File: src/rtl/mc_main_control.sv
// Multi-cycle MIPS main control: Moore FSM that walks each instruction through
// fetch / decode / execute / memory / write-back and drives the datapath controls.
//
// state  | meaning
// -------+---------------------------------------------------------
// 0      | FETCH  : read instruction, PC+4 (waits on mem_ready)
// 1      | DECODE : register read, branch target into ALUOut
// 2      | MEMADR : effective address for lw/sw
// 3      | MEMRD  : data read (waits on mem_ready)
// 4      | MEMWB  : load result into rt
// 5      | MEMWR  : data write (waits on mem_ready)
// 6      | REXEC  : R-type ALU operation
// 7      | RWB    : R-type result into rd
// 8      | BRANCH : beq compare, conditional PC update
// 9      | JUMP   : PC <= jump target
// 10     | JR     : PC <= rs
// 11-15  | unused, recover to FETCH
module mc_main_control (
  input  logic       clk,
  input  logic       reset_n,
  input  logic [5:0] Opcode,
  input  logic [5:0] Funct,
  input  logic       mem_ready,
  output logic       PCWrite,
  output logic       PCWriteCond,
  output logic       IorD,
  output logic       MemRead,
  output logic       MemWrite,
  output logic       MemtoReg,
  output logic       IRWrite,
  output logic       ALUSrcA,
  output logic       RegWrite,
  output logic       RegDst,
  output logic [1:0] PCSource,
  output logic [1:0] ALUSrcB,
  output logic [1:0] ALUOp,
  output logic [3:0] state,
  output logic       illegal_op
);

  localparam logic [3:0] S_FETCH  = 4'd0;
  localparam logic [3:0] S_DECODE = 4'd1;
  localparam logic [3:0] S_MEMADR = 4'd2;
  localparam logic [3:0] S_MEMRD  = 4'd3;
  localparam logic [3:0] S_MEMWB  = 4'd4;
  localparam logic [3:0] S_MEMWR  = 4'd5;
  localparam logic [3:0] S_REXEC  = 4'd6;
  localparam logic [3:0] S_RWB    = 4'd7;
  localparam logic [3:0] S_BRANCH = 4'd8;
  localparam logic [3:0] S_JUMP   = 4'd9;
  localparam logic [3:0] S_JR     = 4'd10;

  localparam logic [5:0] OP_RTYPE = 6'h00;
  localparam logic [5:0] OP_J     = 6'h02;
  localparam logic [5:0] OP_BEQ   = 6'h04;
  localparam logic [5:0] OP_LW    = 6'h23;
  localparam logic [5:0] OP_SW    = 6'h2B;
  localparam logic [5:0] FN_JR    = 6'd8;

  logic [3:0] cur_state;
  logic [3:0] nxt_state;
  logic       legal_op;

  assign state    = cur_state;
  assign legal_op = (Opcode == OP_RTYPE) || (Opcode == OP_J) || (Opcode == OP_BEQ) ||
                    (Opcode == OP_LW) || (Opcode == OP_SW);

  // State register; reset returns to FETCH immediately.
  always_ff @(posedge clk or negedge reset_n) begin
    if (!reset_n) cur_state <= S_FETCH;
    else          cur_state <= nxt_state;
  end

  // Next-state: memory states hold until mem_ready, DECODE dispatches on opcode.
  always_comb begin
    nxt_state = S_FETCH;
    case (cur_state)
      S_FETCH:  nxt_state = mem_ready ? S_DECODE : S_FETCH;
      S_DECODE: begin
        case (Opcode)
          OP_LW, OP_SW: nxt_state = S_MEMADR;
          OP_RTYPE:     nxt_state = (Funct == FN_JR) ? S_JR : S_REXEC;
          OP_BEQ:       nxt_state = S_BRANCH;
          OP_J:         nxt_state = S_JUMP;
          default:      nxt_state = S_FETCH;
        endcase
      end
      S_MEMADR: nxt_state = (Opcode == OP_LW) ? S_MEMRD : S_MEMWR;
      S_MEMRD:  nxt_state = mem_ready ? S_MEMWB : S_MEMRD;
      S_MEMWR:  nxt_state = mem_ready ? S_FETCH : S_MEMWR;
      S_REXEC:  nxt_state = S_RWB;
      default:  nxt_state = S_FETCH;
    endcase
  end

  // Moore outputs decoded from state; write strobes are gated off while reset is held
  // so nothing is written between reset assertion and the next instruction.
  always_comb begin
    PCWrite     = 1'b0;
    PCWriteCond = 1'b0;
    IorD        = 1'b0;
    MemRead     = 1'b0;
    MemWrite    = 1'b0;
    MemtoReg    = 1'b0;
    IRWrite     = 1'b0;
    ALUSrcA     = 1'b0;
    RegWrite    = 1'b0;
    RegDst      = 1'b0;
    PCSource    = 2'b00;
    ALUSrcB     = 2'b00;
    ALUOp       = 2'b00;
    illegal_op  = 1'b0;
    case (cur_state)
      S_FETCH: begin
        MemRead = 1'b1;
        ALUSrcB = 2'b01;
        IRWrite = mem_ready;
        PCWrite = mem_ready;
      end
      S_DECODE: begin
        ALUSrcB    = 2'b11;
        illegal_op = ~legal_op;
      end
      S_MEMADR: begin
        ALUSrcA = 1'b1;
        ALUSrcB = 2'b10;
      end
      S_MEMRD: begin
        MemRead = 1'b1;
        IorD    = 1'b1;
      end
      S_MEMWB: begin
        RegWrite = 1'b1;
        MemtoReg = 1'b1;
      end
      S_MEMWR: begin
        MemWrite = 1'b1;
        IorD     = 1'b1;
      end
      S_REXEC: begin
        ALUSrcA = 1'b1;
        ALUOp   = 2'b10;
      end
      S_RWB: begin
        RegWrite = 1'b1;
        RegDst   = 1'b1;
      end
      S_BRANCH: begin
        ALUSrcA     = 1'b1;
        ALUOp       = 2'b01;
        PCWriteCond = 1'b1;
        PCSource    = 2'b01;
      end
      S_JUMP: begin
        PCWrite  = 1'b1;
        PCSource = 2'b10;
      end
      S_JR: begin
        PCWrite  = 1'b1;
        PCSource = 2'b11;
        ALUOp    = 2'b10;
      end
      default: ;
    endcase
    if (!reset_n) begin
      PCWrite     = 1'b0;
      PCWriteCond = 1'b0;
      IRWrite     = 1'b0;
      RegWrite    = 1'b0;
      MemWrite    = 1'b0;
      illegal_op  = 1'b0;
    end
  end

endmodule
File: config.mk
export PLATFORM = sky130hd
export DESIGN_NAME = mc_main_control
export DESIGN_NICKNAME = d
export VERILOG_FILES = /design/src/rtl/mc_main_control.sv
export SDC_FILE = /design/constraint.sdc
export NUM_CORES = 1
export LEC_CHECK = 0
export ABC_CLOCK_PERIOD_IN_PS = 1800
export CAP_MARGIN = 5
export CORE_UTILIZATION = 37
export CTS_BUF_LIST = sky130_fd_sc_hd__clkbuf_2 sky130_fd_sc_hd__clkbuf_4 sky130_fd_sc_hd__clkbuf_8
export DETAILED_ROUTE_END_ITERATION = 10
export PLACE_DENSITY = 0.81
export SLEW_MARGIN = 20
export SYNTH_ARGS = -nofsm -noshare
export SYNTH_HDL_FRONTEND = slang
export SYNTH_SLANG_ARGS = --single-unit
export TNS_END_PERCENT = 5
File: constraint.sdc
create_clock -name clk -period 1.8 [get_ports clk]
set_clock_uncertainty 0.1 [all_clocks]
set_input_delay 0.36 -clock clk [delete_from_list [all_inputs] [get_ports clk]]
set_output_delay 0.36 -clock clk [all_outputs]
set_load 0.05 [all_outputs]
==> flow_summary.yaml, run 1 <==
yosys:
  synth-edff-count: 0
  yosysMostFrequentCell: "nor2_1"
  synthTopCellsByCount: "nor2_1 (17), nand2_1 (6)"
  synth_nets: 95
  yosysTopAreaCellShare: 0.1790
  ys_seq_elements: 4
  yosysWarnings: 0
  synthFlopType: "dfrtp_1"
  synth_top_area_cell: "dfrtp_1"
  synthTopCellsByArea: "dfrtp_1 (18%), nor2_1 (11%), nor3b_1 (5.4%)"
  syn_area_per_cell_um2: 6.991
  synthesis.area_um2: 559.3
  yosysUniqueCellTypes: 36
  synth-seq-area-share: 0.1790
  ys_async_sr_fraction: 1.000
  synthCells: 80
floorplan:
  fp.dieH_um: 40.88
  io_pins: 36
  rows: 13
  start_util: 0.4143
  dieWidth_um: 40.88
outcome:
  stop_stage: "detailed placement (3_5_place_dp)"
  status: "aborted with a tool error"
  firstError: "[ERROR DPL-0038] Utilization greater than 100%, impossible to legalize"
place:
  gp_congestion: 0.7788
  io_buffers: 35
## metrics by stage
step / hold slack [ns] / std cells / cell area [um2] / setup slack, ns / setup TNS [ns]
3_3_place_gp: 0.5329 / 147 / 1353 / -0.4655 / -1.537
2_1_floorplan: -0.03559 / 80 / 673.1 / -0.3029 / -2.789
## cell families after synthesis
| group | share of synthesized area |
|---|---|
| compound gates | 0.1700 |
| simple gates | 0.5101 |
| flops | 0.1790 |
| mux | 0.03803 |
| xor+xnor | 0.03133 |
| buf+inv | 0.07159 |
==> run 2, diff against run 1 <==
CORE_AREA = 2 2 63 65   (was not set)
CORE_UTILIZATION = not set   (was 37)
CTS_BUF_LIST = not set   (was sky130_fd_sc_hd__clkbuf_2 sky130_fd_sc_hd__clkbuf_4 sky130_fd_sc_hd__clkbuf_8)
DIE_AREA = 0 0 65 67   (was not set)
PLACE_DENSITY = not set   (was 0.81)
PLACE_DENSITY_LB_ADDON = 0.15   (was not set)
==> flow_summary.yaml, run 2 <==
outcome:
  status: "complete, but fails checks"
  violations: "setup timing"
power:
  total_power_uw: 660.3
  internal_power_uw: 421.2
  net-switching-power_uw: 239.1
  powerDensity_nw_per_um2: 423.5
  p_comb_frac: 0.548
  leakagePower_nw: 0.6282
  clockPowerShare: 0.291
  irDropWorstVdd_mv: 0.1747
  p_seq_frac: 0.160
  switching_share: 0.3621
setup_path:
  worstPathArrival_ns: 1.49
  cp_max_fo: 2
  r2r_cells: 5
  crit_required_ns: 1.34
  endpoint_kind: "output port"
  crit_path_start_kind: "primary input"
  worstSetupPathType: "in2out"
timing:
  relSlewSlack: 0.7724
  fmax_mhz: 513.7
  worst_slack_ns: -0.1465
  rsz0062_at_grt: "yes"
  hold_violations: 0
  final.period_utilization: 1.081
  worst_pin_slew_ns: 0.3383
  finalCriticalPeriod_ns: 1.946
  setup_violations: 13
  slew_viol_final: 0
floorplan:
  dieWidth_um: 65
  core_um2: 3606
  fp.dieH_um: 67
  rows: 22
  io_pins: 36
  start_util: 0.1551
  die-area_um2: 4355
yosys:
  synthesis.area_um2: 559.3
  synth_top_family_by_area: "simple AND/OR/NAND/NOR gates"
  synthTopCellsByCount: "nor2_1 (17), nand2_1 (6)"
  yosysTopAreaCellShare: 0.1790
  yosysMostFrequentCell: "nor2_1"
  synthMuxAreaShare: 0.03803
  yosysUniqueCellTypes: 36
  synthCells: 80
  synthTopCellsByArea: "dfrtp_1 (18%), nor2_1 (11%), nor3b_1 (5.4%)"
  synth_top_area_cell: "dfrtp_1"
  syn_area_per_cell_um2: 6.991
  synthFlopType: "dfrtp_1"
  synth-edff-count: 0
  synthXorXnorAreaFrac: 0.03132
  ys_async_sr_fraction: 1.000
  synth_fa_ha_area_frac: 0
  yosys.area_share.simple: 0.5101
  yosysWarnings: 0
  synth-seq-area-share: 0.1790
  ys_seq_elements: 4
  synth_nets: 95
  synth-compound-area-share: 0.1700
routing:
  wl_mm: 2.208
  drt_pass1_iterations: 3
  wl_met2_mm: 1.153
  avgRoutedWirePerCell_um: 11.56
  met3RoutedLength_um: 98
  routed.top_layer: "met3"
  drtIter0Drc: 41
  vias: 798
  drc: 0
  ant_nets: 0
  viasPerCell: 4.178
  wl_met1_um: 956
cts:
  clock_latency_ns: 0.22
  clockBufferDepth: 2
  cts_tree: "built"
  ctsHtreeMaxLevel: 1
  clkTransAtPathRegs_ns: 0.03
  cts.sinks: 4
  ctsHoldBuffers: 0
  cts_root_buffer: "clkbuf_8"
  cts_made_buffers: 3
layout:
  utilization: 0.4323
  nFillCells: 347
  drive_above_1_share: 0.6434
  final_cell_mix: "buf_4 (27), buf_12 (20), nor2_2 (7), clkdlybuf4s50_1 (7), nor2_1 (6)"
  finalNetCount: 160
  mostFrequentLayoutCell: "buf_4"
  largest_register_ffs: 4
  area_delta_synth_final_pct: 178.7
  diodes: 0
global_routing:
  grt_pass1_vias: 778
  grt_usage: 0.1052
  grt_max_degree: 14
  grt_remaining_overflow: 0
  antenna_found_initial: 0
  grt_pass1_wl_mm: 3.519
run:
  cap_viol_max_count: 0
place:
  io_buffers: 35
  gp_congestion: 0.7693
  dp_hpwl_mm: 1.790
  post-place-ws_ns: -0.5188
worst_hold_path:
  hold_class: "in2async"
## run 2: power groups by stage
stage	combinational (mW)	sequential [mW]	clock [mW]
6_report	0.362	0.106	0.192
5_1_grt	0.385	0.107	0.207
4_1_cts	0.333	0.109	0.198
3_5_place_dp	0.326	0.110	0
3_3_place_gp	0.326	0.110	0
2_1_floorplan	0.161	0.114	0
## run 2: cells by family after synthesis
family                    count (synthesis)
muxes                                     2
and+or+nand+nor                          50
DFF                                       4
AOI/OAI and AO/OA                        14
buffers and inverters                     8
xor gates and xnor gates                  2
## run 2: worst max-delay path, cell delays in order
cell and delay (ns):
buf_6 0.09, or4_4 0.52, o211ai_1 0.31, nor2_4 0.05, buf_8 0.15
## run 2: path summary, 6_finish.rpt
kind	start	slack, ns	to
max reg2reg	state[0]	0.21	state[1]
max in group asynchronous	reset_n	1.30	state[0]
min	reset_n	0.17	state[2]
min in group clk	Opcode[5]	0.48	state[3]
min reg2reg	state[3]	0.53	state[0]
max	Opcode[5]	-0.15	illegal_op
## run 2: through the flow
stage / std cells / setup TNS (ns) / hold slack [ns] / instance area [um2]
after global placement: 182 / -1.903 / 0.5323 / 1409
final: 191 / -0.7984 / 0.1741 / 1559
after CTS: 186 / -1.185 / 0.1583 / 1479
after detailed placement: 182 / -1.838 / 0.5247 / 1409
after global routing: 191 / -1.856 / 0.1731 / 1559
after floorplan: 80 / -2.789 / -0.03559 / 673.1
## run 2: final cells by class
class                           instances  area, um2  share of cell area
Timing Repair Buffer                   66      790.8              0.5072
Multi-Input combinational cell         68      551.8              0.3539
Sequential cell                         4      105.1             0.06742
Tap cell                               48      60.06             0.03852
Clock buffer                            3      41.29             0.02648
Inverter                                2      10.01            0.006421
## run 2: per-layer routing
metal  GRT usage  vias to the layer above
met3     0.03547                        0
met2      0.1856                       13
met4     0.02394                        0
met1      0.1225                      377
met5           0                        -
li1            -                      408
## run 2: what timing repair did
action,in CTS,in global routing
setup buffers,1,5
endpoints found under the hold margin,0,0
pin swaps,5,2
setup endpoints to repair,17,16
resized for setup,29,11
No activity file was read; power rests on OpenSTA's default activity.
